$ cat src/rtl/add_bist_if.sv
`default_nettype none
// ============================================================================
// Module      : add_bist_if
// Description : Operand/result bus between the BIST driver and the add unit.
//               master : drives data0/data1/op, receives result (add_bist)
//               slave  : receives data0/data1/op, drives result (add unit)
// Revision    : 1.0 - initial release
// ============================================================================
interface add_bist_if #(
    parameter int XLEN = 32
);
    logic [XLEN-1:0] data0;
    logic [XLEN-1:0] data1;
    logic            op;
    logic [XLEN-1:0] result;

    modport master (
        output data0,
        output data1,
        output op,
        input  result
    );

    modport slave (
        input  data0,
        input  data1,
        input  op,
        output result
    );
endinterface
`default_nettype wire

$ cat src/rtl/add_bist.sv
`default_nettype none
// ============================================================================
// Module      : add_bist
// Description : Built-in self-test driver/checker for an add/subtract unit.
//               On start, replays a fixed xorshift vector sequence onto the
//               add unit, checks every result in the same cycle and reports
//               pass/fail, a saturating error count and the first failing
//               operand pair.
// Ports       : clock, reset    - clock, synchronous active-high reset
//               start           - run request (honoured in IDLE/DONE)
//               op_sel, count   - operation and vector count, latched at start
//               bus             - add unit operands/result (master side)
//               busy, done      - running / one-cycle completion pulse
//               pass, errors    - verdict and mismatch count
//               fail_valid, fail_data0, fail_data1 - first mismatch capture
// Revision    : 1.0 - initial release
// ============================================================================
module add_bist #(
    parameter int          XLEN = 32,
    parameter logic [63:0] SEED = 64'h0000_0000_0000_0001
) (
    input  logic            clock,
    input  logic            reset,
    input  logic            start,
    input  logic            op_sel,
    input  logic [31:0]     count,
    add_bist_if.master      bus,
    output logic            busy,
    output logic            done,
    output logic            pass,
    output logic [15:0]     errors,
    output logic            fail_valid,
    output logic [XLEN-1:0] fail_data0,
    output logic [XLEN-1:0] fail_data1
);

    localparam logic [63:0] c_SEED_B = SEED ^ 64'h9E37_79B9_7F4A_7C15;

    localparam logic [1:0] c_IDLE = 2'd0;
    localparam logic [1:0] c_RUN  = 2'd1;
    localparam logic [1:0] c_DONE = 2'd2;

    function automatic logic [63:0] f_xorshift(input logic [63:0] x);
        logic [63:0] y;
        y = x ^ (x << 13);
        y = y ^ (y >> 7);
        y = y ^ (y << 17);
        return y;
    endfunction

    logic [1:0]      r_state;
    logic [63:0]     r_a;
    logic [63:0]     r_b;
    logic [31:0]     r_count;
    logic [31:0]     r_idx;
    logic            r_op_sel;
    logic [XLEN-1:0] r_data0;
    logic [XLEN-1:0] r_data1;
    logic            r_op;
    logic            r_done;
    logic            r_pass;
    logic [15:0]     r_errors;
    logic            r_fail_valid;
    logic [XLEN-1:0] r_fail_data0;
    logic [XLEN-1:0] r_fail_data1;

    logic [1:0]      w_state_next;
    logic            w_accept;
    logic            w_last;
    logic [63:0]     w_a_step;
    logic [63:0]     w_b_step;
    logic [XLEN-1:0] w_expected;
    logic            w_mismatch;
    logic [15:0]     w_errors_next;

    // Next-state and per-cycle check logic
    always_comb begin
        w_state_next  = r_state;
        w_accept      = 1'b0;
        w_last        = (r_idx == (r_count - 32'd1));
        w_a_step      = f_xorshift(r_a);
        w_b_step      = f_xorshift(r_b);
        w_expected    = r_op ? (r_data0 - r_data1) : (r_data0 + r_data1);
        w_mismatch    = (bus.result != w_expected);
        w_errors_next = r_errors;

        if ((r_state == c_RUN) && w_mismatch && (r_errors != 16'hFFFF)) begin
            w_errors_next = r_errors + 16'd1;
        end

        case (r_state)
            c_IDLE, c_DONE: begin
                if (start) begin
                    w_accept     = 1'b1;
                    w_state_next = (count != 32'd0) ? c_RUN : c_DONE;
                end
            end
            c_RUN: begin
                if (w_last) begin
                    w_state_next = c_DONE;
                end
            end
            default: w_state_next = c_IDLE;
        endcase
    end

    always_ff @(posedge clock) begin
        if (reset) begin
            r_state      <= c_IDLE;
            r_a          <= SEED;
            r_b          <= c_SEED_B;
            r_count      <= 32'd0;
            r_idx        <= 32'd0;
            r_op_sel     <= 1'b0;
            r_data0      <= '0;
            r_data1      <= '0;
            r_op         <= 1'b0;
            r_done       <= 1'b0;
            r_pass       <= 1'b0;
            r_errors     <= 16'd0;
            r_fail_valid <= 1'b0;
            r_fail_data0 <= '0;
            r_fail_data1 <= '0;
        end else begin
            r_state <= w_state_next;
            r_done  <= 1'b0;

            if (w_accept) begin
                r_count      <= count;
                r_op_sel     <= op_sel;
                r_idx        <= 32'd0;
                r_a          <= SEED;
                r_b          <= c_SEED_B;
                r_errors     <= 16'd0;
                r_fail_valid <= 1'b0;
                r_fail_data0 <= '0;
                r_fail_data1 <= '0;
                // A zero-length run completes immediately with a clean verdict
                r_pass       <= (count == 32'd0);
                r_done       <= (count == 32'd0);
                // Vector 0 is the seed pair itself; operands stay 0 outside RUN
                r_data0      <= (count != 32'd0) ? SEED[XLEN-1:0] : '0;
                r_data1      <= (count != 32'd0) ? c_SEED_B[XLEN-1:0] : '0;
                r_op         <= (count != 32'd0) ? op_sel : 1'b0;
            end else if (r_state == c_RUN) begin
                r_a      <= w_a_step;
                r_b      <= w_b_step;
                r_idx    <= r_idx + 32'd1;
                r_errors <= w_errors_next;

                if (w_mismatch && !r_fail_valid) begin
                    r_fail_valid <= 1'b1;
                    r_fail_data0 <= r_data0;
                    r_fail_data1 <= r_data1;
                end

                if (w_last) begin
                    r_data0 <= '0;
                    r_data1 <= '0;
                    r_op    <= 1'b0;
                    r_done  <= 1'b1;
                    r_pass  <= (w_errors_next == 16'd0);
                end else begin
                    r_data0 <= w_a_step[XLEN-1:0];
                    r_data1 <= w_b_step[XLEN-1:0];
                    r_op    <= r_op_sel;
                end
            end
        end
    end

    assign bus.data0  = r_data0;
    assign bus.data1  = r_data1;
    assign bus.op     = r_op;
    assign busy       = (r_state == c_RUN);
    assign done       = r_done;
    assign pass       = r_pass;
    assign errors     = r_errors;
    assign fail_valid = r_fail_valid;
    assign fail_data0 = r_fail_data0;
    assign fail_data1 = r_fail_data1;

endmodule
`default_nettype wire

$ cat src/flat_wrapper.sv
// flat-port wrapper written by rule: the top's interface ports become plain ports
module add_bist_flat 
#(
    parameter int          XLEN = 32,
    parameter logic [63:0] SEED = 64'h0000_0000_0000_0001
)
  (clock, reset, start, op_sel, count, busy, done, pass, errors, fail_valid, fail_data0, fail_data1, bus_data0, bus_data1, bus_op, bus_result);
  add_bist_if #(.XLEN(XLEN)) bus_i ();
  input  logic clock;
  input  logic reset;
  input  logic start;
  input  logic op_sel;
  input  logic [31:0] count;
  output logic busy;
  output logic done;
  output logic pass;
  output logic [15:0] errors;
  output logic fail_valid;
  output logic [XLEN-1:0] fail_data0;
  output logic [XLEN-1:0] fail_data1;
  output wire logic [$bits(bus_i.data0)-1:0] bus_data0;
  output wire logic [$bits(bus_i.data1)-1:0] bus_data1;
  output wire logic [$bits(bus_i.op)-1:0] bus_op;
  input wire logic [$bits(bus_i.result)-1:0] bus_result;
  assign bus_data0 = bus_i.data0;
  assign bus_data1 = bus_i.data1;
  assign bus_op = bus_i.op;
  assign bus_i.result = bus_result;
  add_bist #(.XLEN(XLEN), .SEED(SEED)) u_core (.clock(clock), .reset(reset), .start(start), .op_sel(op_sel), .count(count), .bus(bus_i), .busy(busy), .done(done), .pass(pass), .errors(errors), .fail_valid(fail_valid), .fail_data0(fail_data0), .fail_data1(fail_data1));
endmodule
$ cat config.mk
export PLATFORM = sky130hd
export DESIGN_NAME = add_bist_flat
export DESIGN_NICKNAME = d
export VERILOG_FILES = /design/src/rtl/add_bist_if.sv /design/src/rtl/add_bist.sv /design/src/flat_wrapper.sv
export SDC_FILE = /design/constraint.sdc
export NUM_CORES = 1
export LEC_CHECK = 0
export ABC_AREA = 0
export BUFFER_PORTS_ARGS = -buffer_cell sky130_fd_sc_hd__buf_2
export CAP_MARGIN = 20
export CORE_ASPECT_RATIO = 0.75
export CORE_MARGIN = 8
export CORE_UTILIZATION = 45
export DETAILED_ROUTE_END_ITERATION = 10
export PLACE_DENSITY = 0.65
export REMOVE_ABC_BUFFERS = 1
export SETUP_SLACK_MARGIN = 0.05
export SLEW_MARGIN = 0
export SYNTH_ARGS = -nofsm -noshare
export SYNTH_HDL_FRONTEND = slang
export SYNTH_SLANG_ARGS = --single-unit
export TNS_END_PERCENT = 100
$ cat constraint.sdc
create_clock -name clock -period 9.2 [get_ports clock]
set_input_delay 1.84 -clock clock [delete_from_list [all_inputs] [get_ports clock]]
set_output_delay 1.84 -clock clock [all_outputs]
set_load 0.05 [all_outputs]
After elaboration in Yosys (flattened, before gate mapping)
Index checks and enable logic that the tools add are counted.
{"block": "word_totals", "reg_bits": 343, "latch_bits": 0, "ramBits": 0, "romBits": 0, "input_bits": 68, "output_inout_bits": 149, "mem_count": 0}
{"block": "op_classes", "addsub": 5, "multipliers": 0, "div": 0, "order_cmp": 0, "n_eq_ne": 7, "shift": 0, "n_mux": 26, "bitwise": 6, "n_reduce_logical": 15}
{"cell": "$xor 64x64->64", "n": 4}
{"cell": "$mux 32", "n": 7}
{"cell": "$xor 64x57->64", "n": 2}
{"cell": "$add 32x1->32 const B", "n": 1}
{"cell": "$add 32x32->32", "n": 1}
{"cell": "$eq 32x32->1", "n": 1}
{"cell": "$logic_not 32->1", "n": 1}
{"cell": "$ne 32x32->1", "n": 1}
{"cell": "$reduce_bool 32->1", "n": 1}
{"cell": "$sub 32x1->32 const B", "n": 1}
{"cell": "$sub 32x32->32", "n": 1}
{"cell": "$mux 31", "n": 1}
{"cell": "$add 16x1->16 const B", "n": 1}
{"cell": "$logic_not 16->1", "n": 1}
{"cell": "$mux 16", "n": 1}
{"cell": "$ne 16x16->1 const B", "n": 1}
{"cell": "$mux 1", "n": 13}
{"cell": "$mux 2", "n": 3}
{"cell": "$reduce_and 2->1", "n": 3}
{"cell": "$pmux 2 s2", "n": 1}
{"cell": "$reduce_bool 2->1", "n": 2}
{"cell": "$reduce_or 2->1", "n": 2}
{"cell": "$logic_and 1x1->1", "n": 3}
{"cell": "$eq 2x1->1 const B", "n": 1}
{"cell": "5 further kinds", "n": 5}

Logic depth before layout (Yosys ltp)
{"block": "depth", "word_depth": 10, "mapped_depth": 25, "depth_no_buf": 22}

Least setup slack after synthesis
No wires, ideal clock.
{"block": "synth_path", "kind": "flip-flop to flip-flop", "from": "register u_core.r_data1[2], in the netlist u_core.bus.data1[2]", "to": "register u_core.r_pass, in the netlist u_core.pass", "setup_ps": 59, "arrival_ps": 5360, "t_required_ps": 9141, "path_slack_ps": 3781, "stages_incl_launch_ff": 23, "path_buffers": 1, "path_cell_list": "dfxtp_1 -> clkbuf_1 -> nor4_1 -> and2_1 -> nand3b_1 -> nor2_1 -> nand2_1 -> nor2_1 -> a21oi_1 -> xnor2_1 -> ha_1 -> xor2_2 -> or2_2 -> nor3_2 -> a221o_1 -> or4_1 -> nor4_1 -> nand4_1 -> nor4b_2 -> a21oi_1 -> a2111o_1 -> a222oi_1 -> a31o_1"}
{"block": "synth_via", "elab_chain_len": 10, "word_cells_on_any_way": 11, "classes_between": "add/sub (2); eq/ne (1); mux (5); reduce/logical (3)"}
{"item": "from (decl)", "line": "add_bist.sv:58", "text": "logic [XLEN-1:0] r_data1;"}
{"item": "from (signal assigned)", "line": "add_bist.sv:143", "text": "r_data1 <= (count != 32'd0) ? c_SEED_B[XLEN-1:0] : '0;"}
{"item": "from (signal assigned)", "line": "add_bist.sv:165", "text": "r_data1 <= w_b_step[XLEN-1:0];"}
{"item": "$add 32x32->32 / $sub 32x32->32 (equally long branches)", "line": "add_bist.sv:83", "text": "w_expected = r_op ? (r_data0 - r_data1) : (r_data0 + r_data1);"}
{"item": "$mux 32 *", "line": "add_bist.sv:83"}
{"item": "$ne 32x32->1 *", "line": "add_bist.sv:84", "text": "w_mismatch = (bus.result != w_expected);"}
{"item": "$logic_and 1x1->1 * (2 in a row)", "line": "add_bist.sv:87", "text": "if ((r_state == c_RUN) && w_mismatch && (r_errors != 16'hFFFF)) begin"}
{"item": "$mux 16 *", "line": "add_bist.sv:87"}
{"item": "$logic_not 16->1 *", "line": "add_bist.sv:162", "text": "r_pass <= (w_errors_next == 16'd0);"}
{"item": "$mux 1 *", "line": "add_bist.sv:157", "text": "if (w_last) begin"}
{"item": "$mux 1 *", "line": "add_bist.sv:145", "text": "end else if (r_state == c_RUN) begin"}
{"item": "$mux 1 *", "line": "add_bist.sv:128", "text": "if (w_accept) begin"}
{"item": "to (signal assigned)", "line": "add_bist.sv:139", "text": "r_pass <= (count == 32'd0);"}
{"item": "to (signal assigned)", "line": "add_bist.sv:162"}
{"item": "to (decl)", "line": "add_bist.sv:61", "text": "logic r_pass;"}
Every way passes the cells marked *; elsewhere a longest branch is shown, timed or not. The select of a mux whose other input is x is not followed.
A chain may end at the register's enable or synchronous reset.

Worst setup path after layout
Same ends and word-level chain as after synthesis.

==> flow_summary.toml <==
[drt]
ant_nets = 0
drtPass1Iterations = 5
vias = 17920
drtIter0Drc = 1788
wl_per_cell_um = 20.30
drc = 0
wirelength_mm = 64.16
viasPerCell = 5.669

[logic_synthesis]
synth.most_common_cell = "dfxtp_1"
async_reset_ff_share_pct = 0
synth_seq_area_share_pct = 34.63
synth_area_sq_mm = 0.01983
synth_area_leaders = "dfxtp_1 35%, xnor2_1 15%, xor2_1 7.2%, nor2_1 5.2%, a21oi_1 5.1%"
syn_avg_cell_area_sq_um = 8.162
synth_top_area_share_pct = 34.63
synth_ff_type = "dfxtp_1"
ys_types = 74
synth_commonest_cells = "343 x dfxtp_1, 337 x xnor2_1, 273 x nor2_1"
syn_inst = 2429
synth_top_area_cell = "dfxtp_1"
synth_edf_count = 0
yosysWarnings = 0
synth.ff_latch_count = 343

[worst_hold_path]
hp-class = "flip-flop to flip-flop"
hold_start = "u_core.r_op_sel"

[power]
p_leak_nw = 8.559
swShare_pct = 33.32
pwr_density_cell_mw_per_mm2 = 192.2
vdd_ir_drop_max_v = 0.0001508
p_int_mw = 2.883
pwr-share-seq_pct = 37.8
power_frac_comb_pct = 26.1
p_switching_mw = 1.440
clockPowerShare_pct = 36.1

[floorplan]
core_area_sq_mm = 0.04344
rows = 66
dieHeight_um = 197.8
initial_utilization_pct = 45.64
pin_count = 217
die_x_um = 258.4
die-area_sq_mm = 0.05110

[critical_path]
timing.rr.start = "u_core.bus.data1[2]"
criticalPathCategory = "flip-flop to flip-flop"
path_delay_family = "simple AND/OR/NAND/NOR gates"
cp_slowest_cell = "nor4_1"
cp_max_fo = 20
critPathMaxStageDelay_ns = 0.73
path_buf_inv = 1
cp-start-kind = "flip-flop"
path_cells = "nor4_1 > and2_1 > nand3b_1 > nor2_1 > a21oi_1 > xnor2_1 > ha_1 > nand2_1 > nor4_1 > nand2_1 > a21oi_1 > nor2_1 > xnor2_1 > or4_1 > nor4_1 > a21oi_1 > buf_4 > a2111o_1 > a222oi_1 > a31o_1"
crit_start = "u_core.bus.data1[2]"
critPathArrivalTime_ns = 7.27
endpoint_kind = "flip-flop"
critPathRequiredTime_ns = 9.68

[cts]
clock_latency_ns = 0.55
cts_made_buffers = 38
clkSlewWorstSetupHoldPaths_ns = 0.07
root_buffer = "clkbuf_16"
htreeDepth = 2
cts_tree = "yes"
cts_sinks = 343
cts.path.max_buffers = 3
hold_buffers = 0
ctsResizeCount = 0
cts_setup_buffers = 0

[timing]
finalHoldViolCount = 0
tightestPinTransition_ns = 1.091
finalSetupViolations = 0
relSlewSlack_pct = 27.10
period_needed_ns = 6.785
clock_skew_ns = 0.01978
report.final.slew_viol_count = 0
rsz0062_at_grt = "false"
fin_crit_sh_pct = 73.75
clock.fmax_mhz = 147.4

[placed_design]
hpwl_mm = 48.00
portBuffers = 216
placed_area_sq_mm = 0.02119
gp_congestion = 0.9422
dp.cells = 3092

[global_routing]
grt.total_usage_pct = 23.94
grt_pass1_wl_mm = 97.99
grt_pass1_vias = 16840
overflow = 0
grt_max_degree = 113
antenna_found_initial = 0

[job]
maxCapViolCount = 0

[layout]
fillers = 4158
postLayoutCoreUtil_pct = 51.79
final_cells = 3161
stdcell_area_sq_mm = 0.02250
area_growth_pct = 13.47
finalNetCount = 2660
drive_above_1_share_pct = 12.51

[outcome]
status = "finished clean"
==> power by group through the flow <==
stage	clock, mW	combinational [mW]	sequential, mW
2_1_floorplan	0	0.774	1.70
3_3_place_gp	0	1.10	1.66
3_5_place_dp	0	1.11	1.67
4_1_cts	1.59	1.11	1.63
5_1_grt	1.65	1.22	1.64
6_report	1.56	1.13	1.63
==> flip-flops by register name (all words and copies together) (netlist names), 2 cells and up <==
signal / count
u_core.r_a: 64
u_core.r_b: 64
u_core.bus.data0: 32
u_core.bus.data1: 32
u_core.fail_data0: 32
u_core.fail_data1: 32
u_core.r_count: 32
u_core.r_idx: 32
u_core.errors: 16
u_core.r_state: 2
==> stage by stage <==
stage / setup TNS, ns / power [mW] / hold WS, ns / setup WS, ns
floorplan: -117.51 / 2.478 / 0.4307 / -1.835
global placement: 0 / 2.761 / 0.4485 / 2.662
detailed placement: 0 / 2.772 / 0.4612 / 2.546
CTS: 0 / 4.335 / 0.4706 / 2.521
global route: 0 / 4.510 / 0.5002 / 2.141
finish: 0 / 4.323 / 0.4688 / 2.415
==> cell families (layout without fill, tap and decap cells) <==
group	after synthesis	after routing	synth area share (%)
adders and majority gates	36	36	2.310
DFF	343	343	34.63
and+or+nand+nor	851	851	19.85
muxes	79	79	3.995
buffers and inverters	167	320	3.414
xor gates and xnor gates	502	502	22.21
other	0	1	0
AOI/OAI and AO/OA	451	451	13.58
==> placed cells by master (no fill, tap or decap), types with 12 or more instances in the layout <==
| master | instances |
|---|---|
| xor2_1 | 164 |
| a21oi_1 | 204 |
| xnor2_1 | 337 |
| o21ai_0 | 98 |
| dfxtp_1 | 343 |
| nor4_1 | 28 |
| mux2i_1 | 78 |
| buf_4 | 16 |
| o21a_1 | 12 |
| nand4_1 | 37 |
| ha_1 | 35 |
| or3_1 | 67 |
| a211oi_1 | 15 |
| inv_1 | 19 |
| nor2_1 | 270 |
| clkbuf_16 | 41 |
| and3_1 | 21 |
| o211ai_1 | 16 |
| a22oi_1 | 20 |
| nand3_1 | 66 |
| nor3_1 | 40 |
| buf_2 | 216 |
| nand2_1 | 257 |
==> tightest hold or removal path, stage by stage, from the launching register on <==
cell and delay [ns]:
dfxtp_1 0.31, nand2_1 0.06, a21oi_1 0.05
==> cell type report <==
type | instances | area (sq um) | area share (%)
Antenna cell | 1 | 2.502 | 0.01112
Clock buffer | 52 | 1137 | 5.055
Clock inverter | 14 | 128.9 | 0.5728
Inverter | 20 | 75.07 | 0.3337
Multi-Input combinational cell | 1919 | 12320 | 54.78
Sequential cell | 343 | 6867 | 30.52
Tap cell | 578 | 723.2 | 3.215
Timing Repair Buffer | 234 | 1240 | 5.511
==> path summary, 6_finish.rpt <==
kind | slack, ns | depth (start not counted) | endpoint
min reg2reg | 0.47 | 2 | u_core.r_op_sel
max | 2.41 | 20 | u_core.pass
min | 0.47 | 2 | u_core.r_op_sel
max reg2reg | 2.41 | 20 | u_core.pass
==> layer usage <==
layer	vias up	wire, um	global-route usage [%]
met3	92	5876	5.712
met5	-	0	0
met4	0	1534	5.990
met2	699	26200	34.53
li1	8577	-	-
met1	8552	30540	35.27
(Power assumes the default switching activity.)
